File: src/rtl/quarter_sine_nco.sv
`default_nettype none
`timescale 1ns/1ps
// ============================================================================
// Module      : quarter_sine_nco
// Description : Phase-accumulator NCO producing an 11-bit unsigned full-wave
//               sine sample stream from a 256-entry quarter-sine BRAM. Each
//               sample tick captures the phase, mirrors the table address,
//               and folds the sign using the quadrant carried in a pipeline
//               that runs alongside the 1-cycle BRAM read.
// Revision    : 1.0 - initial release
// ============================================================================
module quarter_sine_nco #(
    parameter int SAMPLE_DIV = 1494,
    parameter int PHASE_W    = 24,
    parameter int TUNE_W     = 16
) (
    input  logic              CLK100MHZ,
    input  logic              CPU_RESETN,
    input  logic [TUNE_W-1:0] tune,
    input  logic              enable,
    output logic [7:0]        addra,
    input  logic [10:0]       douta,
    output logic [10:0]       sample,
    output logic              sample_valid
);

    localparam int               DIV_W    = (SAMPLE_DIV > 1) ? $clog2(SAMPLE_DIV) : 1;
    localparam logic [DIV_W-1:0] DIV_LAST = DIV_W'(SAMPLE_DIV - 1);
    localparam logic [10:0]      MIDSCALE = 11'd1024;

    // Sample-rate divider
    logic [DIV_W-1:0]   div_q, div_d;
    logic               tick;

    // Phase accumulator
    logic [PHASE_W-1:0] phase_q, phase_d;

    // Stage 1: address issued to BRAM, quadrant/mute travel with it
    logic [7:0]         addra_q, addra_d;
    logic [1:0]         quad1_q, quad1_d;
    logic               mute1_q, mute1_d;
    logic               vld1_q, vld1_d;

    // Stage 2: BRAM data arriving, quadrant/mute aligned with it
    logic [1:0]         quad2_q, quad2_d;
    logic               mute2_q, mute2_d;
    logic               vld2_q, vld2_d;

    // Output stage
    logic [10:0]        sample_q, sample_d;
    logic               sample_valid_q, sample_valid_d;

    // Decode of the live phase, used only at tick
    logic [1:0]         cur_quad;
    logic [7:0]         cur_idx;

    // Table entries never set bit 10; it is intentionally ignored
    logic               douta_msb_unused;

    assign tick             = (div_q == DIV_LAST);
    assign cur_quad         = phase_q[PHASE_W-1 -: 2];
    assign cur_idx          = phase_q[PHASE_W-3 -: 8];
    assign douta_msb_unused = douta[10];

    // State registers; asynchronous reset discards any in-flight sample
    always_ff @(posedge CLK100MHZ or negedge CPU_RESETN) begin
        if (!CPU_RESETN) begin
            div_q          <= '0;
            phase_q        <= '0;
            addra_q        <= '0;
            quad1_q        <= '0;
            mute1_q        <= 1'b0;
            vld1_q         <= 1'b0;
            quad2_q        <= '0;
            mute2_q        <= 1'b0;
            vld2_q         <= 1'b0;
            sample_q       <= MIDSCALE;
            sample_valid_q <= 1'b0;
        end else begin
            div_q          <= div_d;
            phase_q        <= phase_d;
            addra_q        <= addra_d;
            quad1_q        <= quad1_d;
            mute1_q        <= mute1_d;
            vld1_q         <= vld1_d;
            quad2_q        <= quad2_d;
            mute2_q        <= mute2_d;
            vld2_q         <= vld2_d;
            sample_q       <= sample_d;
            sample_valid_q <= sample_valid_d;
        end
    end

    // Next-state: divider, accumulator, address mirror and sign fold
    always_comb begin
        div_d          = tick ? '0 : div_q + DIV_W'(1);
        phase_d        = phase_q;
        addra_d        = addra_q;
        quad1_d        = quad1_q;
        mute1_d        = mute1_q;
        vld1_d         = tick;
        quad2_d        = quad1_q;
        mute2_d        = mute1_q;
        vld2_d         = vld1_q;
        sample_d       = sample_q;
        sample_valid_d = vld2_q;

        if (tick) begin
            mute1_d = ~enable;
            quad1_d = cur_quad;
            if (enable) begin
                // Odd quadrants read the table backwards: 255 - idx == ~idx
                addra_d = cur_quad[0] ? ~cur_idx : cur_idx;
                phase_d = phase_q + PHASE_W'(tune);
            end else begin
                phase_d = '0;
            end
        end

        if (vld2_q) begin
            if (mute2_q) begin
                sample_d = MIDSCALE;
            end else if (quad2_q[1]) begin
                // Negative half: 1023 - m is the bitwise complement of m
                sample_d = {1'b0, ~douta[9:0]};
            end else begin
                // Positive half: 1024 + m
                sample_d = {1'b1, douta[9:0]};
            end
        end
    end

    assign addra        = addra_q;
    assign sample       = sample_q;
    assign sample_valid = sample_valid_q;

endmodule
`default_nettype wire
File: config.mk
export PLATFORM = sky130hd
export DESIGN_NAME = quarter_sine_nco
export DESIGN_NICKNAME = d
export VERILOG_FILES = /design/src/rtl/quarter_sine_nco.sv
export SDC_FILE = /design/constraint.sdc
export NUM_CORES = 1
export LEC_CHECK = 0
export ABC_CLOCK_PERIOD_IN_PS = 2250
export BUFFER_PORTS_ARGS = -buffer_cell sky130_fd_sc_hd__buf_2
export CORE_MARGIN = 2
export CORE_UTILIZATION = 52
export CTS_BUF_LIST = sky130_fd_sc_hd__clkbuf_4 sky130_fd_sc_hd__clkbuf_8
export DETAILED_ROUTE_END_ITERATION = 7
export GPL_ROUTABILITY_DRIVEN = 0
export PLACE_DENSITY = 0.79
export RECOVER_POWER = 50
export SYNTH_ARGS = -nofsm -noshare
export SYNTH_HDL_FRONTEND = slang
export SYNTH_SLANG_ARGS = --single-unit
File: constraint.sdc
create_clock -name CLK100MHZ -period 2.25 [get_ports CLK100MHZ]
set_clock_uncertainty 0.1 [all_clocks]
set_input_delay 0.675 -clock CLK100MHZ [delete_from_list [all_inputs] [get_ports CLK100MHZ]]
set_output_delay 0.675 -clock CLK100MHZ [all_outputs]
set_load 0.005 [all_outputs]
# Yosys cells after proc, flatten, opt, wreduce, memory -nomap -nowiden
# Index checks and enable logic that the tools add are counted.
# classes
add_sub_neg,2
bitwise_logic,3
muxes,5
n_eq_ne,1
reduce_logical,1
# ops
operator,count
11-bit 2-to-1 mux,3
24-bit by 16-bit adder with 24-bit output,1
24-bit 2-to-1 mux,1
"11-bit by 1-bit adder with 11-bit output, second input constant",1
"11-bit equality test, second input constant",1
10-bit NOT,1
8-bit 2-to-1 mux,1
8-bit NOT,1
2-bit AND reduction,1
1-bit NOT,1
# totals
regBits,63
input_bits,30
out_inout_bits,20
elab_cells,23

# Depth between registers and ports, before layout
# Gate-level depths: netlist (run 1).
# logic_depth
ltp_word,3
depth_mapped,10
depth_no_buf,9

# Worst setup path after synthesis (run 1)
# No wires, ideal clock.
# synth_path
path_type,input -> register
startpoint,input tune[0]
endpoint,register phase_q[18]
t_arrival_ns,2.581
setup_slack_ns,-0.553
path_buffers,0
stages,9
required_time_ns,2.028
setup_time_ns,0.122
cell_sequence,ha_1 -> fa_1 -> a21oi_2 -> nor2_1 -> o31a_1 -> a21bo_4 -> a221oi_4 -> mux2i_1 -> nand2_1
# synth_via
elab_chain_len,2
# synth_lines
item,line_no,rtl
start: declaration,19,"input logic [TUNE_W-1:0] tune,"
24-bit by 16-bit adder with 24-bit output,114,phase_d = phase_q + PHASE_W'(tune);
24-bit 2-to-1 mux,111,if (enable) begin
end signal: assignment,81,phase_q <= phase_d;
end: declaration,36,"logic [PHASE_W-1:0] phase_q, phase_d;"
# Every way passes these cells.
# A chain may end at the register's enable or synchronous reset.

# Final worst setup path (run 1)
# layout_path
startpoint,register phase_q[0]
endpoint,register phase_q[22]
# layout_via
elab_chain_len,2
# layout_lines
item,line_no
24-bit by 16-bit adder with 24-bit output,114
24-bit 2-to-1 mux,111
# Every way passes these cells.

==> impl_results.md, run 1 <==
- CTS tree: done
- Worst setup SP type: flip-flop
- Max Buffers Root-to-Sink: 2
- RSZ-0062 raised after global routing: yes
- Worst reg-to-reg setup slack: -0.31 ns
- Vias in the first global route: 2,914
- Max Cap Violations: 0
- Critical-path cell list: ha_4 > fa_2 > a21oi_2 > nor2_2 > o31a_1 > a21bo_4 > a221oi_4 > buf_6 > or3_4 > o311ai_4
- Worst Path Required: 2.35 ns
- Distinct cells, synth: 57
- Synth top area cells: dfrtp_1 (45%), ha_1 (7.1%), xnor2_1 (6.8%)
- Placed cells: 504
- Max incr delay on CP: 0.41 ns
- Max-Slew Margin vs Limit: 28.9%
- Final HPWL DP: 5420 um
- Number of cell rows: 29
- Crit share post-route: 114%
- Core ar.: 0.00631 mm2
- Clock root buffer: clkbuf_8
- Worst r2r src: phase_q[0]
- DRC Markers: 0
- Hold Path End: sample_valid_d
- Hold path depth: 0
- Count of final max-slew check failures: 0
- Initial core utilization: 53.2%
- Most common cell in the netlist: dfrtp_1
- Syn_area_per_cell: 9.82 um2
- Async set or reset register ratio after synthesis: 100%
- Peak Freq: 390 MHz
- Final setup violation count: 13
- Area after DPL: 0.00410 mm2
- Seq/Total Area, Yosys: 45.5%
- Final Hold Fails: 0
- CP max stage cell: dfrtp_1
- Total die area: 0.00711 mm2
- Post-synth EDFFs: 0
- Vias: 2,902
- Leading area contributor after synthesis: dfrtp_1
- Seq cells post-synth: 61
- Port Buffers: 48
- Actual slew at the worst max-slew pin: 1.07 ns
- WP buf/inv: 1
- TritonCTS Buffers: 9
- Syn Nets: 392
- Crit Path Category: flip-flop to flip-flop
- Area grow syn2layout: 31.0%
- First-pass GRT wire length: 13,000 um
- Post-layout nets: 492
- Router iterations before antenna repair: 4
- Endpoint class of the critical path: flip-flop
- DR iter-0 viols: 115
- Initial antenna violation count: 0
- Post-Synthesis Cell Area: 0.00336 mm2
- Worst Min Path Start: vld1_q
- Avg Vias per Cell: 5.54
- Family with the most delay on the worst path: compound AO/OA/AOI/OAI gates
- ANT cells: 0
- Hold Path Class: flip-flop to flip-flop
- Violated checks: setup timing
- PD cells: 516 mW/mm2
- Die Span X: 84.3 um
- Largest net degree at the start of global routing: 31
- Clk sinks: 61
- Cells after Synth: 342
- IO Count: 50
- Post-route insts no fill: 524
- YS warnings: 0
- Number of cells on the worst reg-to-reg path: 10
- Overall routing resource usage: 22.6%
- Worst slack, placed: -0.764 ns
- Clk pin slew, worst setup/hold paths: 0.08 ns
- Final ANT Viol Nets: 0
- Outcome: finished with violations
- Final total power: 2.27 mW
- Leak: 2.09 nW
- Grt total ovfl: 0
- Wire per inst: 14.8 um
- Fin crit period: 2.56 ns
- Fraction of layout cells with a size suffix above 1: 35.8%
- R2R Path End: phase_q[22]
- Final wirelength: 7740 um
- Top cells by count, synth: dfrtp_1 (60), nand2_1 (43), xnor2_1 (26), o21ai_0 (25), ha_1 (19)
- Max H-tree Level: 3
- Top-area cell type share of the netlist area: 44.7%
- CP arrival: 2.67 ns
- Design Area, Final: 0.00440 mm2
- Largest fanout on the critical path: 7
- Hold Worst Slack: 0.245 ns
- Worst-skew pair later-pin latency: 0.35 ns
- Synth Flop Type: dfrtp_1
- Max VDD drop: 0.000330 V
- Final worst slack: -0.311 ns
- Die Y: 84.3 um
[worst max-delay path by stage]
stage                        endpoint  slack (ns)       start  cells after the start
after global routing      phase_q[18]       -0.39  phase_q[0]                     10
final                     phase_q[22]       -0.31  phase_q[0]                     10
after CTS                 phase_q[12]       -0.29  phase_q[0]                     10
after global placement    phase_q[18]       -0.68     tune[0]                     10
after detailed placement  phase_q[22]       -0.76     tune[0]                     10
after floorplan           phase_q[18]       -0.46     tune[0]                      9
[state kept, by name, summed over array words and instances, names as in the netlist]
signal / cells
addra: 8
mute2_q: 1
phase_q: 24
vld1_q: 1
quad2_q: 1
mute1_q: 1
div_q: 11
sample_valid: 1
quad1_q: 1
sample_valid_d: 1
sample: 11
[metrics by stage]
stage	utilization [%]	setup TNS [ns]
3_3_place_gp	64.9	-7.34
2_1_floorplan	-	-2.42
6_report	69.6	-2.15
4_1_cts	68.4	-1.32
5_1_grt	69.6	-3.51
3_5_place_dp	64.9	-8.27
[timing repair]
item	CTS	global route
hold buffers	0	0
pin swaps	6	8
gates resized for setup	6	17
setup endpoints to repair	13	21
buffers inserted	2	2
[placed cells by master (no fill, tap or decap), drive strengths merged, types with 5 or more instances in the layout]
cell type and instances:
a21o 5, a21oi 16, and2 5, and3 7, buf 97, clkbuf 12
dfrtp 60, ha 19, inv 19, nand2 43, nand3 17, nor2 16
o21ai 27, o22ai 10, xnor2 26, xor2 11
[cell type report]
| class | instances | area, um2 |
|---|---|---|
| Timing Repair Buffer | 100 | 633 |
| Fill cell | 471 | 1920 |
| Sequential cell | 61 | 1530 |
| Multi-Input combinational cell | 252 | 1900 |
| Clock inverter | 7 | 51.3 |
| Clock buffer | 9 | 124 |
| Tap cell | 77 | 96.3 |
| Inverter | 18 | 67.6 |
[metal layers]
layer  share of wire [%]  track usage, %  routed length (um)
met5                   0               0                   0
met4                 2.2            9.96                 169
met3                 4.1            3.83                 318
met2                  50            37.7                3900
met1                  43            29.2                3360
[report_power, final]
| group | internal (mW) | switching (mW) | total, mW |
|---|---|---|---|
| clock | 0.402 | 0.481 | 0.883 |
| combinational | 0.146 | 0.141 | 0.288 |
| sequential | 1.10 | 0.00166 | 1.10 |
[logic make-up (layout without fill, tap and decap cells)]
group | Yosys count | after routing | synth area share, %
simple gates | 107 | 107 | 15.8
compound gates | 84 | 84 | 16.7
flops | 61 | 61 | 45.5
xor+xnor | 37 | 37 | 9.65
buf+inv | 29 | 134 | 3.43
fa+ha+maj | 20 | 20 | 7.68
mux | 4 | 4 | 1.23
No activity file was read; power rests on OpenSTA's default activity.
==> run 2, diff against run 1 <==
--- a/config.mk
+++ b/config.mk
@@ -14,6 +14,7 @@
 export GPL_ROUTABILITY_DRIVEN = 0
 export PLACE_DENSITY = 0.79
 export RECOVER_POWER = 50
+export SKIP_CTS_REPAIR_TIMING = 1
 export SYNTH_ARGS = -nofsm -noshare
 export SYNTH_HDL_FRONTEND = slang
 export SYNTH_SLANG_ARGS = --single-unit
==> impl_results.md, run 2 (synthesis results as in run 1) <==
- Outcome: finished with violations (unchanged)
- Violated checks: setup timing (unchanged)
- Die Y: 84.3 um (unchanged)
- Max-Slew Margin vs Limit: 29.2% (was 28.9%)
- Post-route insts no fill: 524 (unchanged)
- IO Count: 50 (unchanged)
- Hold Path Class: flip-flop to flip-flop (unchanged)
- Max reg flops: 24 (unchanged)
- Max incr delay on CP: 0.41 ns (about the same)
- Final worst slack: -0.304 ns (was -0.311 ns)
- Worst Min Path Start: vld1_q (unchanged)
- Worst-skew pair later-pin latency: 0.35 ns (about the same)
- R2R Path End: phase_q[22] (unchanged)
- Clock root buffer: clkbuf_8 (unchanged)
- TritonCTS Buffers: 9 (unchanged)
- Area grow syn2layout: 30.0% (was 31.0%)
- Final setup TNS: -2.03 ns (was -2.15 ns)
- Largest net degree at the start of global routing: 31 (unchanged)
- Hold Path End: sample_valid_d (unchanged)
- Clk sinks: 61 (unchanged)
- DR iter-0 viols: 136 (was 115)
- Final HPWL DP: 5420 um (unchanged)
- Port Buffers: 48 (unchanged)
- Number of cell rows: 29 (unchanged)
- Reg with most FFs: phase_q (unchanged)
- Worst setup SP type: flip-flop (unchanged)
- PD cells: 519 mW/mm2 (was 516 mW/mm2)
- Worst r2r src: phase_q[0] (unchanged)
- Max Cap Violations: 0 (unchanged)
- Vias in the first global route: 2,887 (was 2,914)
- Max VDD drop: 0.000321 V (was 0.000330 V)
- CP arrival: 2.69 ns (was 2.67 ns)
- CTS tree: done (unchanged)
- Family with the most delay on the worst path: compound AO/OA/AOI/OAI gates (unchanged)
- Vias: 2,849 (was 2,902)
- Worst reg-to-reg setup slack: -0.30 ns (was -0.31 ns)
- Endpoint class of the critical path: flip-flop (unchanged)
- Fraction of layout cells with a size suffix above 1: 35.3% (was 35.8%)
- Actual slew at the worst max-slew pin: 1.06 ns (was 1.07 ns)
- Grt total ovfl: 0 (unchanged)
- Critical path's most frequent cell: o311ai_1
- Wire per inst: 14.5 um (was 14.8 um)
- RSZ-0062 raised after global routing: yes (unchanged)
- Placed cells: 504 (unchanged)
- ANT cells: 0 (unchanged)
- Leading cell type in the layout, fill and taps excluded: dfrtp_1 (unchanged)
- Leak: 2.08 nW (was 2.09 nW)
- Critical-path cell list: ha_4 > fa_2 > a21oi_2 > nor2_2 > o31a_1 > a21bo_4 > a221oi_4 > buf_6 > o311ai_1 > o311ai_1 (was ha_4 > fa_2 > a21oi_2 > nor2_2 > o31a_1 > a21bo_4 > a221oi_4 > buf_6 > or3_4 > o311ai_4)
- Peak Freq: 392 MHz (was 390 MHz)
- Fin util: 69.1% (was 69.6%)
- Crit share post-route: 114% (about the same)
- Max Buffers Root-to-Sink: 2 (unchanged)
- Max H-tree Level: 3 (unchanged)
- Number of cells on the worst reg-to-reg path: 10 (unchanged)
- First-pass GRT wire length: 12,700 um (was 13,000 um)
- Worst Path Required: 2.38 ns (was 2.35 ns)
- Design Area, Final: 0.00437 mm2 (was 0.00440 mm2)
- CP max stage cell: dfrtp_1 (unchanged)
- Final setup violation count: 12 (was 13)
- Largest fanout on the critical path: 7 (unchanged)
- Most frequent cells in the layout: dfrtp_1 (60), buf_4 (48), buf_2 (46), nand2_1 (42), xnor2_1 (25) (was dfrtp_1 (60), buf_4 (49), buf_2 (46), nand2_1 (42), xnor2_1 (25))
- Area after DPL: 0.00410 mm2 (unchanged)
- Final Hold Fails: 0 (unchanged)
- Hold path depth: 0 (unchanged)
- WP buf/inv: 1 (unchanged)
- Initial core utilization: 53.2% (unchanged)
- Final ANT Viol Nets: 0 (unchanged)
- Final wirelength: 7610 um (was 7740 um)
- Final total power: 2.26 mW (was 2.27 mW)
- Total die area: 0.00711 mm2 (unchanged)
- DRC Markers: 0 (unchanged)
- Core ar.: 0.00631 mm2 (unchanged)
- Post-layout nets: 492 (unchanged)
- Initial antenna violation count: 0 (unchanged)
- Fin crit period: 2.55 ns (was 2.56 ns)
- Die Span X: 84.3 um (unchanged)
- Count of final max-slew check failures: 0 (unchanged)
- Router iterations before antenna repair: 4 (unchanged)
- Avg Vias per Cell: 5.44 (was 5.54)
- Clk pin slew, worst setup/hold paths: 0.08 ns (about the same)
- Overall routing resource usage: 22.1% (was 22.6%)
- Crit Path Category: flip-flop to flip-flop (unchanged)
==> run 2: report_power, final <==
| part | switching (mW) | internal [mW] |
|---|---|---|
| Sequential | 0.00150 | 1.10 |
| Clock | 0.478 | 0.402 |
| Combinational | 0.141 | 0.146 |
==> run 2: worst max-delay path by stage <==
stage | to | depth (start not counted) | slack, ns | from
global placement | phase_q[18] | 10 | -0.68 | tune[0]
finish | phase_q[22] | 10 | -0.30 | phase_q[0]
detailed placement | phase_q[22] | 10 | -0.76 | tune[0]
global route | phase_q[22] | 10 | -0.37 | phase_q[0]
CTS | phase_q[22] | 10 | -0.39 | tune[0]
floorplan | phase_q[18] | 9 | -0.46 | tune[0]
==> run 2: layer usage <==
layer / up-vias / part of all wire [%] / GRT usage (%)
li1: 1399 / - / -
met1: 1373 / 45 / 28.6
met2: 63 / 50 / 36.1
met3: 14 / 3.7 / 3.93
met4: 0 / 1.9 / 10.7
met5: - / 0 / 0
==> run 2: layout make-up <==
type,instances,area [um2]
fill,479,1950
multi-input combinational,252,1860
sequential,61,1530
timing repair buffer,100,637
clock buffer,9,124
tap,77,96.3
inverter,18,67.6
clock inverter,7,51.3
==> run 2: worst reg2reg max path, cell delays in order (launching register included) <==
cell      delay, ns
dfrtp_1        0.41
ha_4           0.17
fa_2           0.39
a21oi_2        0.18
nor2_2         0.06
o31a_1         0.26
a21bo_4        0.23
a221oi_4       0.22
buf_6          0.16
o311ai_1       0.12
o311ai_1       0.13
==> run 2: through the flow <==
step           hold WS (ns)  setup slack [ns]
5_1_grt               0.268            -0.372
4_1_cts               0.181            -0.386
6_report              0.247            -0.304
3_3_place_gp          0.235            -0.678
2_1_floorplan         0.231            -0.465
3_5_place_dp          0.236            -0.764
